File: src/rtl/vga_timing_controller.sv
// VGA raster timing generator: programmable timing set, swapped in only at a frame boundary
// so a mode change never tears a frame.
module vga_timing_controller #(
  parameter int unsigned DEF_H_VISIBLE = 640,
  parameter int unsigned DEF_H_FP      = 16,
  parameter int unsigned DEF_H_SYNC    = 96,
  parameter int unsigned DEF_H_BP      = 48,
  parameter int unsigned DEF_V_VISIBLE = 480,
  parameter int unsigned DEF_V_FP      = 10,
  parameter int unsigned DEF_V_SYNC    = 2,
  parameter int unsigned DEF_V_BP      = 33
) (
  input  logic        clk,
  input  logic        rst,
  input  logic        pix_ce,
  input  logic        en,
  input  logic        cfg_valid,
  output logic        cfg_ready,
  input  logic [10:0] cfg_h_visible,
  input  logic [10:0] cfg_h_fp,
  input  logic [10:0] cfg_h_sync,
  input  logic [10:0] cfg_h_bp,
  input  logic [10:0] cfg_v_visible,
  input  logic [10:0] cfg_v_fp,
  input  logic [10:0] cfg_v_sync,
  input  logic [10:0] cfg_v_bp,
  output logic        cfg_err,
  output logic [10:0] HCNT,
  output logic [10:0] VCNT,
  output logic        HS,
  output logic        VS,
  output logic        DE,
  output logic        line_start,
  output logic        frame_start,
  output logic        cfg_applied
);

  localparam logic [1:0] ST_IDLE = 2'd0;
  localparam logic [1:0] ST_RUN  = 2'd1;
  localparam logic [1:0] ST_PEND = 2'd2;

  // Set layout: [0..3] = h visible/fp/sync/bp, [4..7] = v visible/fp/sync/bp.
  localparam logic [7:0][10:0] DEF_SET = {
    11'(DEF_V_BP), 11'(DEF_V_SYNC), 11'(DEF_V_FP), 11'(DEF_V_VISIBLE),
    11'(DEF_H_BP), 11'(DEF_H_SYNC), 11'(DEF_H_FP), 11'(DEF_H_VISIBLE)
  };

  function automatic logic [12:0] f_total(input logic [10:0] a, input logic [10:0] b,
                                          input logic [10:0] c, input logic [10:0] d);
    return {2'b00, a} + {2'b00, b} + {2'b00, c} + {2'b00, d};
  endfunction

  logic [1:0]        r_state, w_state_nxt;
  logic              r_first, w_first_nxt;
  logic [7:0][10:0]  r_act, w_act_nxt;
  logic [7:0][10:0]  r_pnd, w_pnd_nxt;
  logic [10:0]       r_hcnt, r_vcnt;
  logic              r_hs, r_vs, r_de, r_ls, r_fs;
  logic              r_applied, w_applied_nxt;
  logic              r_err, w_err_nxt;

  logic [7:0][10:0]  w_cfg, w_dec;
  logic              w_cfg_ok, w_accept;
  logic [12:0]       w_ht, w_vt;
  logic              w_h_last, w_v_last, w_frame_wrap, w_apply;
  logic [10:0]       w_nh, w_nv;
  logic [12:0]       w_hs_start, w_hs_end, w_vs_start, w_vs_end;
  logic              w_hs_n, w_vs_n, w_de_n;
  logic              w_adv, w_idle_out;

  assign w_cfg = {cfg_v_bp, cfg_v_sync, cfg_v_fp, cfg_v_visible,
                  cfg_h_bp, cfg_h_sync, cfg_h_fp, cfg_h_visible};

  assign cfg_ready = (r_state != ST_PEND);
  assign w_accept  = cfg_valid && cfg_ready;

  always_comb begin
    w_cfg_ok = (f_total(w_cfg[0], w_cfg[1], w_cfg[2], w_cfg[3]) <= 13'd2048) &&
               (f_total(w_cfg[4], w_cfg[5], w_cfg[6], w_cfg[7]) <= 13'd2048);
    for (int i = 0; i < 8; i++) begin
      if (w_cfg[i] == 11'd0) w_cfg_ok = 1'b0;
    end
  end

  assign w_ht     = f_total(r_act[0], r_act[1], r_act[2], r_act[3]);
  assign w_vt     = f_total(r_act[4], r_act[5], r_act[6], r_act[7]);
  assign w_h_last = ({2'b00, r_hcnt} == w_ht - 13'd1);
  assign w_v_last = ({2'b00, r_vcnt} == w_vt - 13'd1);

  always_comb begin
    w_nh         = r_hcnt + 11'd1;
    w_nv         = r_vcnt;
    w_frame_wrap = 1'b0;
    if (r_first) begin
      w_nh = '0;
      w_nv = '0;
    end else if (w_h_last) begin
      w_nh = '0;
      if (w_v_last) begin
        w_nv         = '0;
        w_frame_wrap = 1'b1;
      end else begin
        w_nv = r_vcnt + 11'd1;
      end
    end
  end

  // The pixel that starts a new mode is decoded with the new set.
  assign w_apply = (r_state == ST_PEND) && en && pix_ce && w_frame_wrap;
  assign w_dec   = w_apply ? r_pnd : r_act;

  assign w_hs_start = {2'b00, w_dec[0]} + {2'b00, w_dec[1]};
  assign w_hs_end   = w_hs_start + {2'b00, w_dec[2]};
  assign w_vs_start = {2'b00, w_dec[4]} + {2'b00, w_dec[5]};
  assign w_vs_end   = w_vs_start + {2'b00, w_dec[6]};
  assign w_hs_n     = !(({2'b00, w_nh} >= w_hs_start) && ({2'b00, w_nh} < w_hs_end));
  assign w_vs_n     = !(({2'b00, w_nv} >= w_vs_start) && ({2'b00, w_nv} < w_vs_end));
  assign w_de_n     = (w_nh < w_dec[0]) && (w_nv < w_dec[4]);

  always_comb begin
    w_state_nxt   = r_state;
    w_first_nxt   = r_first;
    w_act_nxt     = r_act;
    w_pnd_nxt     = r_pnd;
    w_applied_nxt = 1'b0;
    w_err_nxt     = w_accept && !w_cfg_ok;
    w_adv         = 1'b0;
    w_idle_out    = 1'b0;
    case (r_state)
      ST_IDLE: begin
        if (w_accept && w_cfg_ok) begin
          w_act_nxt     = w_cfg;
          w_applied_nxt = 1'b1;
        end
        if (en) begin
          w_state_nxt = ST_RUN;
          w_first_nxt = 1'b1;
        end
      end
      ST_RUN, ST_PEND: begin
        if (!en) begin
          w_state_nxt = ST_IDLE;
          w_idle_out  = 1'b1;
          if (r_state == ST_PEND) begin
            w_act_nxt     = r_pnd;
            w_applied_nxt = 1'b1;
          end else if (w_accept && w_cfg_ok) begin
            w_act_nxt     = w_cfg;
            w_applied_nxt = 1'b1;
          end
        end else begin
          if (w_accept && w_cfg_ok) begin
            w_pnd_nxt   = w_cfg;
            w_state_nxt = ST_PEND;
          end
          if (pix_ce) begin
            w_adv       = 1'b1;
            w_first_nxt = 1'b0;
            if (w_apply) begin
              w_act_nxt     = r_pnd;
              w_applied_nxt = 1'b1;
              w_state_nxt   = ST_RUN;
            end
          end
        end
      end
      default: w_state_nxt = ST_IDLE;
    endcase
  end

  always_ff @(posedge clk) begin
    if (!rst) begin
      r_state   <= ST_IDLE;
      r_first   <= 1'b0;
      r_act     <= DEF_SET;
      r_pnd     <= '0;
      r_hcnt    <= '0;
      r_vcnt    <= '0;
      r_hs      <= 1'b1;
      r_vs      <= 1'b1;
      r_de      <= 1'b0;
      r_ls      <= 1'b0;
      r_fs      <= 1'b0;
      r_applied <= 1'b0;
      r_err     <= 1'b0;
    end else begin
      r_state   <= w_state_nxt;
      r_first   <= w_first_nxt;
      r_act     <= w_act_nxt;
      r_pnd     <= w_pnd_nxt;
      r_applied <= w_applied_nxt;
      r_err     <= w_err_nxt;
      if (w_idle_out) begin
        r_hcnt <= '0;
        r_vcnt <= '0;
        r_hs   <= 1'b1;
        r_vs   <= 1'b1;
        r_de   <= 1'b0;
        r_ls   <= 1'b0;
        r_fs   <= 1'b0;
      end else if (w_adv) begin
        r_hcnt <= w_nh;
        r_vcnt <= w_nv;
        r_hs   <= w_hs_n;
        r_vs   <= w_vs_n;
        r_de   <= w_de_n;
        r_ls   <= (w_nh == 11'd0);
        r_fs   <= (w_nh == 11'd0) && (w_nv == 11'd0);
      end
    end
  end

  assign HCNT        = r_hcnt;
  assign VCNT        = r_vcnt;
  assign HS          = r_hs;
  assign VS          = r_vs;
  assign DE          = r_de;
  assign line_start  = r_ls;
  assign frame_start = r_fs;
  assign cfg_applied = r_applied;
  assign cfg_err     = r_err;

endmodule

File: config.mk
export PLATFORM = sky130hd
export DESIGN_NAME = vga_timing_controller
export DESIGN_NICKNAME = d
export VERILOG_FILES = /design/src/rtl/vga_timing_controller.sv
export SDC_FILE = /design/constraint.sdc
export NUM_CORES = 1
export LEC_CHECK = 0
export CAP_MARGIN = 20
export CORE_MARGIN = 10
export CORE_UTILIZATION = 50
export DETAILED_ROUTE_END_ITERATION = 7
export PLACE_DENSITY = 0.75
export SYNTH_ARGS = -nofsm -noshare
export SYNTH_HDL_FRONTEND = slang
export SYNTH_SLANG_ARGS = --single-unit
File: constraint.sdc
create_clock -name clk -period 15 [get_ports clk]
set_clock_uncertainty 0.1 [all_clocks]
set_input_delay 1.5 -clock clk [delete_from_list [all_inputs] [get_ports clk]]
set_output_delay 1.5 -clock clk [all_outputs]
set_load 0.005 [all_outputs]
==> reports/metrics.yaml <==
synth_top_cell_by_area: "dfxtp_1"
cts_resized: 0
power_density_nw_per_um2: 163.7
num_vias: 20889
dp_hpwl_um: 53280
clockRootBuffer: "clkbuf_16"
dp_cells: 3151
track_usage_pct: 29.34
antenna_cells: 0
firstDrtPassIters: 6
ctsHtreeMaxLevel: 1
synth_top_area_share_pct: 20.68
total_power_w: 0.003690
tns_ps: 0
clkTransAtPathRegs_ps: 60
nFillCells: 3728
core_um2: 39820
cts_tree: "built"
endpoint: "HS"
setup_violations: 0
dieArea_um2: 48710
antenna_left: 0
worst_slew_pin_slew_ps: 1133
synth.most_common_cell: "nand2_1"
finalCriticalPeriod_ps: 9883
fin_cells: 3199
wl_per_cell_um: 23.12
gp_congestion: 0.9616
overflow: 0
ys_ff_latch: 208
max_cap_violations: 0
drive_gt1_share_pct: 4.039
syn_to_final_growth_pct: 11.95
r2r_start: "r_act[1]"
postLayoutCellArea_um2: 22550
regArea_um2: 4164
grt_max_degree: 88
cts.path.max_buffers: 3
drt_iter0_drc: 2645
cp-start-kind: "flip-flop"
vdd_drop_max_mv: 0.1051
grt_pass1_wl_um: 113800
numCtsBuffers: 26
layout.nets: 3027
crit_arrival_ps: 10220
netlist_instances: 2644
synth_common_cells: "nand2_1 (364), a21oi_1 (320), inv_1 (234), dfxtp_1 (208), ha_1 (189)"
cts_hold_buf: 0
period_share_pct: 65.89
ys.flop_type: "dfxtp_1"
cp.required_ps: 15340
cts_num_sinks: 208
syn-num-nets: 3016
status: "complete, no violations"
max_stage_delay_ps: 560
ys_seq_area_share_pct: 20.68
placed_area_um2: 21590
hold_ws_ps: 365.3
route.detailed.drc: 0
synth_area_um2: 20140
synthTopCellsByArea: "dfxtp_1 (21%), ha_1 (12%), fa_1 (8.9%)"
via_per_inst: 6.530
syn-mean-instance-area_um2: 7.617
clkLatencyLatePin_ps: 570
async_flop_share_pct: 0
power_leakage_nw: 9.481
multiInputGateArea_um2: 14490
grt_pass1_vias: 19911
crit_fanout: 40
slew_headroom_pct: 24.44
antenna_found_initial: 2
startpoint: "r_act[1]"
synth_enable_flop_cells: 0
rows: 73
die_y_um: 220.7
r2r_cells: 37
start_util_pct: 50.57
dieWidth_um: 220.7
io_buffers: 122
r2r_setup_slack_ps: 5120
r2r_end: "HS"
synth.distinct_cells: 78
ioPinCount: 123
crit_type: "reg2reg"
max_freq_mhz: 101.2
yosys_warnings: 0
min_path_type: "reg2reg"
wirelength_um: 73970
drv_slew: 0
cp-end-kind: "flip-flop"
cpMaxStageDelayCell: "a21oi_1"
rsz0062_at_grt: "false"
cpMostUsedCell: "ha_1"
cts_setup_buffers: 0
hold_viol: 0
==> layout by cell type, fill, tap and decap left out, types with 64 or more instances in the layout <==
master / count
clkdlybuf4s50_1: 120
a21oi_1: 319
dfxtp_1: 208
nand2_1: 362
ha_1: 188
o21ai_0: 177
inv_1: 234
nor2_1: 105
fa_1: 90
xnor2_1: 64
==> worst max-delay path: cells and delay by family (launching register included) <==
| kind | cells | cell delay [ps] |
|---|---|---|
| fa+ha+maj | 8 | 2700 |
| xor+xnor | 3 | 620 |
| buf+inv | 5 | 460 |
| flops | 1 | 320 |
| simple gates | 10 | 3080 |
| compound gates | 11 | 2450 |
==> report_power, final <==
| part | internal (W) | total (W) | switching, W |
|---|---|---|---|
| Clock | 0.000421 | 0.000699 | 0.000277 |
| Combinational | 0.000965 | 0.00234 | 0.00138 |
| Sequential | 0.000599 | 0.000651 | 0.0000516 |
| Total | 0.00199 | 0.00369 | 0.00170 |
==> area by class of cell <==
cell class / instances / share of cell area [%]
Clock inverter: 13 / 0.7992
Inverter: 237 / 3.946
Tap cell: 525 / 2.914
Sequential cell: 208 / 18.47
Timing Repair Buffer: 147 / 6.260
Clock buffer: 34 / 3.335
Multi-Input combinational cell: 2035 / 64.28
==> worst min path at each step <==
| stage | endpoint | cells past startpoint | from | slack [ps] |
|---|---|---|---|---|
| floorplan | r_pnd[11] | 2 | r_pnd[11] | 340 |
| global placement | r_pnd[36] | 2 | r_pnd[36] | 350 |
| detailed placement | r_pnd[50] | 2 | r_pnd[50] | 360 |
| CTS | r_pnd[50] | 2 | r_pnd[50] | 370 |
| global route | r_pnd[50] | 2 | r_pnd[50] | 390 |
| finish | r_pnd[50] | 2 | r_pnd[50] | 370 |
==> flip-flops by register name (all words and copies together), names as in the netlist, 2 cells and up <==
signal,count
VCNT,11
r_state,2
HCNT,11
r_pnd,88
r_act,88
==> logic make-up after synthesis <==
group	count (synthesis)	share of synthesized area, %
multiplexers	23	1.174
adder cells (fa/ha/maj)	279	20.69
XOR/XNOR	109	4.740
AND/OR/NAND/NOR	750	17.28
AO/OA/AOI/OAI	874	27.89
buffers and inverters	401	7.548
flip-flops	208	20.68
==> metal layers <==
layer	GRT usage [%]	vias to the layer above	part of all wire [%]
met4	11.70	4	4.1
met5	0	-	0.043
met2	44.15	1335	43
li1	-	9443	-
met3	7.633	235	13
met1	39.36	9872	40
==> per-stage QoR <==
stage                     utilization, %  setup WS [ps]
final                              56.61           5117
after global routing               56.61           4585
after CTS                          56.56           5181
after detailed placement           54.22           5220
after global placement             54.22           5518
after floorplan                        -           6093
Power figures use the tool's default switching activity.
